**config.mk**
```make
export PLATFORM = sky130hd
export DESIGN_NAME = regfile_sequencer
export DESIGN_NICKNAME = d
export VERILOG_FILES = /design/src/rtl/regfile_sequencer.sv
export SDC_FILE = /design/constraint.sdc
export NUM_CORES = 1
export LEC_CHECK = 0
export ABC_AREA = 1
export CAP_MARGIN = 20
export CORE_MARGIN = 10
export CORE_UTILIZATION = 52
export DETAILED_ROUTE_END_ITERATION = 12
export PLACE_DENSITY = 0.81
export SYNTH_ARGS = -nofsm -noshare
export SYNTH_HDL_FRONTEND = slang
export SYNTH_SLANG_ARGS = --single-unit
```
**constraint.sdc**
```tcl
create_clock -name clk -period 2.7 [get_ports clk]
set_clock_uncertainty 0.15 [all_clocks]
set_input_delay 0.27 -clock clk [delete_from_list [all_inputs] [get_ports clk]]
set_output_delay 0.27 -clock clk [all_outputs]
set_load 0.02 [all_outputs]
```
**src/rtl/regfile_sequencer.sv**
```systemverilog
// rtl/regfile_sequencer.sv - read/execute/writeback sequencer driving an 8-entry register file
// One 2-operand instruction in flight; result and flags returned over a valid/ready response.
module regfile_sequencer #(
    parameter int DW = 8,
    parameter int AW = 3
) (
    input  logic          clk,
    input  logic          rst_n,
    input  logic          in_valid,
    output logic          in_ready,
    input  logic [2:0]    in_op,
    input  logic [AW-1:0] in_dst,
    input  logic [AW-1:0] in_src,
    input  logic [DW-1:0] in_imm,
    output logic          out_valid,
    input  logic          out_ready,
    output logic [DW-1:0] out_result,
    output logic          out_z,
    output logic          out_c,
    output logic          rf_wen,
    output logic [AW-1:0] rf_waddr,
    output logic [AW-1:0] rf_saddr,
    output logic [DW-1:0] rf_wdata,
    input  logic [DW-1:0] rf_rdata,
    input  logic [DW-1:0] rf_sdata
);

    typedef enum logic [2:0] {
        S_IDLE  = 3'd0,
        S_READ  = 3'd1,
        S_EXEC  = 3'd2,
        S_WRITE = 3'd3,
        S_RESP  = 3'd4
    } state_t;

    localparam logic [2:0] OP_MOV = 3'b000;
    localparam logic [2:0] OP_ADD = 3'b001;
    localparam logic [2:0] OP_SUB = 3'b010;
    localparam logic [2:0] OP_AND = 3'b011;
    localparam logic [2:0] OP_OR  = 3'b100;
    localparam logic [2:0] OP_XOR = 3'b101;
    localparam logic [2:0] OP_LDI = 3'b110;
    localparam logic [2:0] OP_NOP = 3'b111;

    state_t        state_q, state_d;
    logic [2:0]    op_q, op_d;
    logic [DW-1:0] imm_q, imm_d;
    logic [AW-1:0] waddr_q, waddr_d;
    logic [AW-1:0] saddr_q, saddr_d;
    logic [DW-1:0] opa_q, opa_d;
    logic [DW-1:0] opb_q, opb_d;
    logic [DW-1:0] result_q, result_d;
    logic          z_q, z_d;
    logic          c_q, c_d;

    logic [DW-1:0] alu_res;
    logic          alu_c;

    // SUB uses a DW+1 bit difference so the top bit is the borrow (A < B).
    always_comb begin
        alu_res = '0;
        alu_c   = 1'b0;
        case (op_q)
            OP_MOV: alu_res = opb_q;
            OP_ADD: {alu_c, alu_res} = {1'b0, opa_q} + {1'b0, opb_q};
            OP_SUB: {alu_c, alu_res} = {1'b0, opa_q} - {1'b0, opb_q};
            OP_AND: alu_res = opa_q & opb_q;
            OP_OR:  alu_res = opa_q | opb_q;
            OP_XOR: alu_res = opa_q ^ opb_q;
            OP_LDI: alu_res = imm_q;
            default: begin
                alu_res = '0;
                alu_c   = 1'b0;
            end
        endcase
    end

    always_comb begin
        state_d  = state_q;
        op_d     = op_q;
        imm_d    = imm_q;
        waddr_d  = waddr_q;
        saddr_d  = saddr_q;
        opa_d    = opa_q;
        opb_d    = opb_q;
        result_d = result_q;
        z_d      = z_q;
        c_d      = c_q;

        case (state_q)
            S_IDLE: begin
                if (in_valid) begin
                    op_d    = in_op;
                    imm_d   = in_imm;
                    waddr_d = in_dst;
                    saddr_d = in_src;
                    state_d = S_READ;
                end
            end
            S_READ: begin
                opa_d   = rf_rdata;
                opb_d   = rf_sdata;
                state_d = S_EXEC;
            end
            S_EXEC: begin
                // NOP reports a zero result but leaves the flags untouched.
                if (op_q == OP_NOP) begin
                    result_d = '0;
                    state_d  = S_RESP;
                end else begin
                    result_d = alu_res;
                    z_d      = (alu_res == '0);
                    c_d      = alu_c;
                    state_d  = S_WRITE;
                end
            end
            S_WRITE: begin
                state_d = S_RESP;
            end
            S_RESP: begin
                if (out_ready) begin
                    state_d = S_IDLE;
                end
            end
            default: begin
                state_d = S_IDLE;
            end
        endcase
    end

    always_ff @(posedge clk or negedge rst_n) begin
        if (!rst_n) begin
            state_q  <= S_IDLE;
            op_q     <= '0;
            imm_q    <= '0;
            waddr_q  <= '0;
            saddr_q  <= '0;
            opa_q    <= '0;
            opb_q    <= '0;
            result_q <= '0;
            z_q      <= 1'b0;
            c_q      <= 1'b0;
        end else begin
            state_q  <= state_d;
            op_q     <= op_d;
            imm_q    <= imm_d;
            waddr_q  <= waddr_d;
            saddr_q  <= saddr_d;
            opa_q    <= opa_d;
            opb_q    <= opb_d;
            result_q <= result_d;
            z_q      <= z_d;
            c_q      <= c_d;
        end
    end

    // Write enable is decoded straight from state so an async reset kills it at once.
    assign rf_wen     = (state_q == S_WRITE);
    assign rf_waddr   = waddr_q;
    assign rf_saddr   = saddr_q;
    assign rf_wdata   = result_q;
    assign in_ready   = (state_q == S_IDLE);
    assign out_valid  = (state_q == S_RESP);
    assign out_result = result_q;
    assign out_z      = z_q;
    assign out_c      = c_q;

endmodule

```
[Word level (Yosys, flattened, before mapping)]
Cells that the tools add are included.
Word-level totals
  bits in registers: 46
  latch bits: 0
  RAM bits: 0
  bits in read-only memories: 0
  bits of input ports: 37
  memories kept: 0
Operators by class
  add/subtract/negate cells: 2
  multiply operators: 0
  div/mod/pow operators: 0
  $lt $le $gt $ge: 0
  eq/ne operators: 13
  shift operators: 0
  muxes and demuxes: 7
  bitwise operators: 4
  reductions and logical operators: 6
Operator list (count)
  8-bit one-hot mux with 7 select lines: 1
  3-bit == test (second input constant): 5
  3-bit one-hot mux with 5 select lines: 1
  3-bit by 2-bit == test with 1-bit output (second input constant): 4
  8-bit by 8-bit adder with 9-bit output: 1
  3-bit 2-to-1 mux: 3
  8-bit by 8-bit subtractor with 9-bit output: 1
  8-bit AND: 1
  8-bit zero test: 1
  8-bit 2-to-1 mux: 1
  8-bit bitwise OR: 1
  8-bit XOR: 1
  3-bit by 1-bit == test with 1-bit output (second input constant): 2
  3-bit zero test: 2
  2-bit AND reduction: 3
  2-bit by 1-bit inequality test with 1-bit output (second input constant): 1
  2-bit inequality test (second input constant): 1
  1-bit one-hot mux with 2 select lines: 1
  1-bit inverter: 1

[Depth between registers and ports, before layout]
  depth after elaboration: 3
  depth in mapped cells: 15
  gate-level depth less buffers: 14

[Worst setup path before layout]
No wires, ideal clock.
  kind: flip-flop to flip-flop
  from: register opb_q[0]
  to: register c_q, in the netlist out_c
  setup time: 0.116 ns
  arrival time: 1.663 ns
  setup slack: 0.770 ns
  stages on the path, launching flop included: 13
  path buffers: 0
  period minus slack after synthesis: 1.930 ns
  path through: dfrtp_1 -> ha_1 -> fa_1 -> nand2_1 -> nand2_1 -> nand3_1 -> nand2_1 -> nand2_1 -> a21oi_1 -> o21ai_0 -> nand2_1 -> nand2_1 -> nand2_1
On the way
  longest elaborated chain between the ends: 2
Ends and longest elaborated chain
  start: declaration: line 51  | logic [DW-1:0] opb_q, opb_d;
  start signal: assignment: line 150  | opb_q <= opb_d;
  8-bit by 8-bit subtractor with 9-bit output or 8-bit by 8-bit adder with 9-bit output (tied branches): line 66, 65
  1-bit one-hot mux with 2 select lines (*): line 63  | case (op_q)
  end signal: assignment: line 142  | c_q <= 1'b0;
  end signal: assignment: line 153  | c_q <= c_d;
  end: declaration: line 54  | logic c_q, c_d;
Every way passes the cells marked *; elsewhere a longest branch is shown, timed or not.
A chain may end at the register's enable or synchronous reset.

[Final worst setup path]
Ends and elaborated chain as after synthesis.

==> results.py <==
metrics = {
    "clock_network": {
        "post-cts-setup-buffers": 0,
        "ctsHoldBuffers": 0,
        "cts_tree": "built",
        "post_cts_resized": 0,
        "clkLatencyLatePin_ns": 0.30,
        "cts-buffers-inserted": 5,
        "clk_path_buf_depth": 2,
        "clock_sinks": 46,
        "clk_pin_slew_ns": 0.10,
        "cts-htree-levels": 2,
        "cts_root_buf": "clkbuf_8",
    },
    "job": {
        "max_cap_violations": 0,
    },
    "grt": {
        "grtUsageTotal_pct": 18.03,
        "grt_pass1_wl_um": 14550,
        "grt_max_degree": 47,
        "grt_overflow_total": 0,
        "first_global_vias": 2971,
        "antenna_found_initial": 0,
    },
    "worst_hold_path": {
        "hold_class": "in -> async",
    },
    "power_and_ir_drop": {
        "pwr_density_cell_nw_per_um2": 1355,
        "cellLeakagePower_nw": 1.974,
        "vdd_drop_max_v": 0.0007983,
        "power_mw": 5.284,
    },
    "worst_setup_path": {
        "timing.rr.start": "opb_q[0]$_DFFE_PN0P_",
        "cp-end-kind": "flip-flop",
        "cp.required_ns": 2.76,
        "crit_path_start_kind": "flip-flop",
        "crit_start": "opb_q[0]$_DFFE_PN0P_",
        "cp.arrival_ns": 2.37,
        "path_max_fanout": 4,
        "reg2reg_depth": 12,
        "crit_type": "reg -> reg",
    },
    "placement": {
        "place_ws_ns": 0.4003,
        "portBuffers": 63,
        "dpl.hpwl_um": 7102,
        "place.gp.congestion": 0.9504,
    },
    "route": {
        "vias": 2966,
        "wl_per_cell_um": 15.88,
        "via_per_inst": 5.335,
        "drtIter0Drc": 202,
        "wl_um": 8828,
        "drtPass1Iterations": 5,
        "drcViolationCount": 0,
        "ant_nets": 0,
    },
    "logic_synthesis": {
        "synth_seq_cells": 46,
        "synth_nets": 489,
        "synthCells": 426,
        "yosys.area.top_type": "dfrtp_1",
        "yosys.cell_types.count": 27,
        "synth_top_area_share_pct": 36.35,
        "synth_area_per_cell_sq_um": 7.434,
        "yosysWarnings": 0,
        "syn_area_sq_um": 3167,
        "ys_top_cells_by_area": "dfrtp_1 36%, nand2_1 11%, ha_1 9.5%, nor2_1 7.1%, nand3_1 6.2%",
        "yosysSeqAreaShare_pct": 36.35,
    },
    "floorplanning": {
        "start_util_pct": 53.49,
        "fp-row-count": 28,
        "die_w_um": 98.04,
        "die_h_um": 98.04,
        "die_area_sq_um": 9612,
        "core_sq_um": 5921,
        "num_io_pins": 64,
    },
    "cells_and_area": {
        "final_cell_mix": "96 x nand2_1, 62 x clkdlybuf4s50_1, 60 x nor2_1, 52 x inv_1, 46 x dfrtp_1",
        "layout_commonest_cell": "nand2_1",
        "register_area_sq_um": 1151,
        "areaGrowthSynthToFinish_pct": 23.11,
        "diodes": 0,
        "nets": 543,
        "fillerInstances": 523,
        "drive_above_1_share_pct": 6.861,
        "multi_input_area_sq_um": 1667,
    },
    "timing": {
        "fin_crit_sh_pct": 85.81,
        "fmax_mhz": 431.6,
        "rsz0062_at_grt": "false",
        "slew_headroom_pct": 48.42,
        "period_minus_slack_ns": 2.317,
        "setup_ws_ns": 0.3830,
        "setup_violations": 0,
        "hold_viol_final": 0,
        "worst_pin_slew_ns": 0.7718,
        "drv_slew": 0,
        "fin_tns_setup_ns": 0,
    },
    "run_status": {
        "status": "completed",
    },
}
critical path: stages, from the launching register on:
cell     delay, ns
dfrtp_1       0.42
ha_1          0.30
fa_1          0.42
nand2_1       0.10
nand2_1       0.09
nand3_1       0.12
nand2_1       0.06
nand2_1       0.08
a21oi_1       0.06
o21ai_0       0.15
nand2_1       0.14
nand2_1       0.09
nand2_1       0.04
registers in the layout, indices dropped and copies added (netlist names):
register and count:
imm_q 8, opa_q 8, opb_q 8, out_result 8, op_q 3, rf_saddr 3, rf_waddr 3, state_q 3
out_c 1, out_z 1
path summary, 6_finish.rpt:
kind / slack, ns / endpoint
worst max-delay path: 0.38 / out_c$_DFFE_PN0P_
worst min-delay path: 0.34 / out_result[0]$_DFFE_PN0N_
worst max register to register: 0.38 / out_c$_DFFE_PN0P_
worst min register to register: 0.35 / out_z$_DFFE_PN0P_
max in group asynchronous: 1.53 / opb_q[3]$_DFFE_PN0P_
min in group clk: 0.35 / out_z$_DFFE_PN0P_
cell type report:
type                       instances  share of cell area, %
multi-input combinational        303                  42.75
tap                               75                  2.407
sequential                        46                  29.52
clock buffer                       7                  2.214
timing repair buffer              67                  17.39
clock inverter                     1                 0.2246
inverter                          57                  5.488
cells in the mapped netlist:
master     n
o211ai_1   3
buf_4      8
fa_1       2
nor2_4     1
inv_1     52
a21oi_1   29
nand3_1   39
nand2_2    1
o21ai_0   11
nand3_2    1
nor2_1    60
inv_2      4
dfrtp_1   46
nand4_1   12
ha_1      24
nor3_1     1
o21bai_1   1
clkinv_1   1
buf_6      3
nand2_1   96
mux2_2    13
o22ai_1    3
a21o_1     1
clkbuf_1   3
buf_2      6
nand3b_1   3
nor2_2     2
stage by stage:
step                hold slack, ns  area (sq um)  std cells  utilization (%)
finish                      0.3404          3899        556            65.85
global route                0.3749          3899        556            65.85
global placement            0.3164          3766        546            63.61
detailed placement          0.3285          3766        546            63.61
CTS                        0.04697          3861        554            65.22
floorplan                  -0.1756          3167        426                -
kinds of logic after synthesis:
| logic type | synth area share (%) |
|---|---|
| AND/OR/NAND/NOR | 29.16 |
| buffers and inverters | 11.02 |
| AO/OA/AOI/OAI | 8.100 |
| flip-flops | 36.35 |
| adder cells (fa/ha/maj) | 10.75 |
| multiplexers | 4.623 |
layer usage:
layer  share of wire [%]  up-vias  GRT usage [%]  wire length (um)
met5                   0        -              0                 0
met4                 1.3        0          5.034               112
met3                 6.5       13          3.524               577
met2                  48      110          30.76              4269
met1                  44     1369          22.49              3868
li1                    -     1474              -                 -
power breakdown:
group	switching (mW)	internal, mW
Sequential	0.279	1.02
Combinational	2.22	1.32
Clock	0.245	0.212
Note: power is estimated with default switching activity, not from simulation.
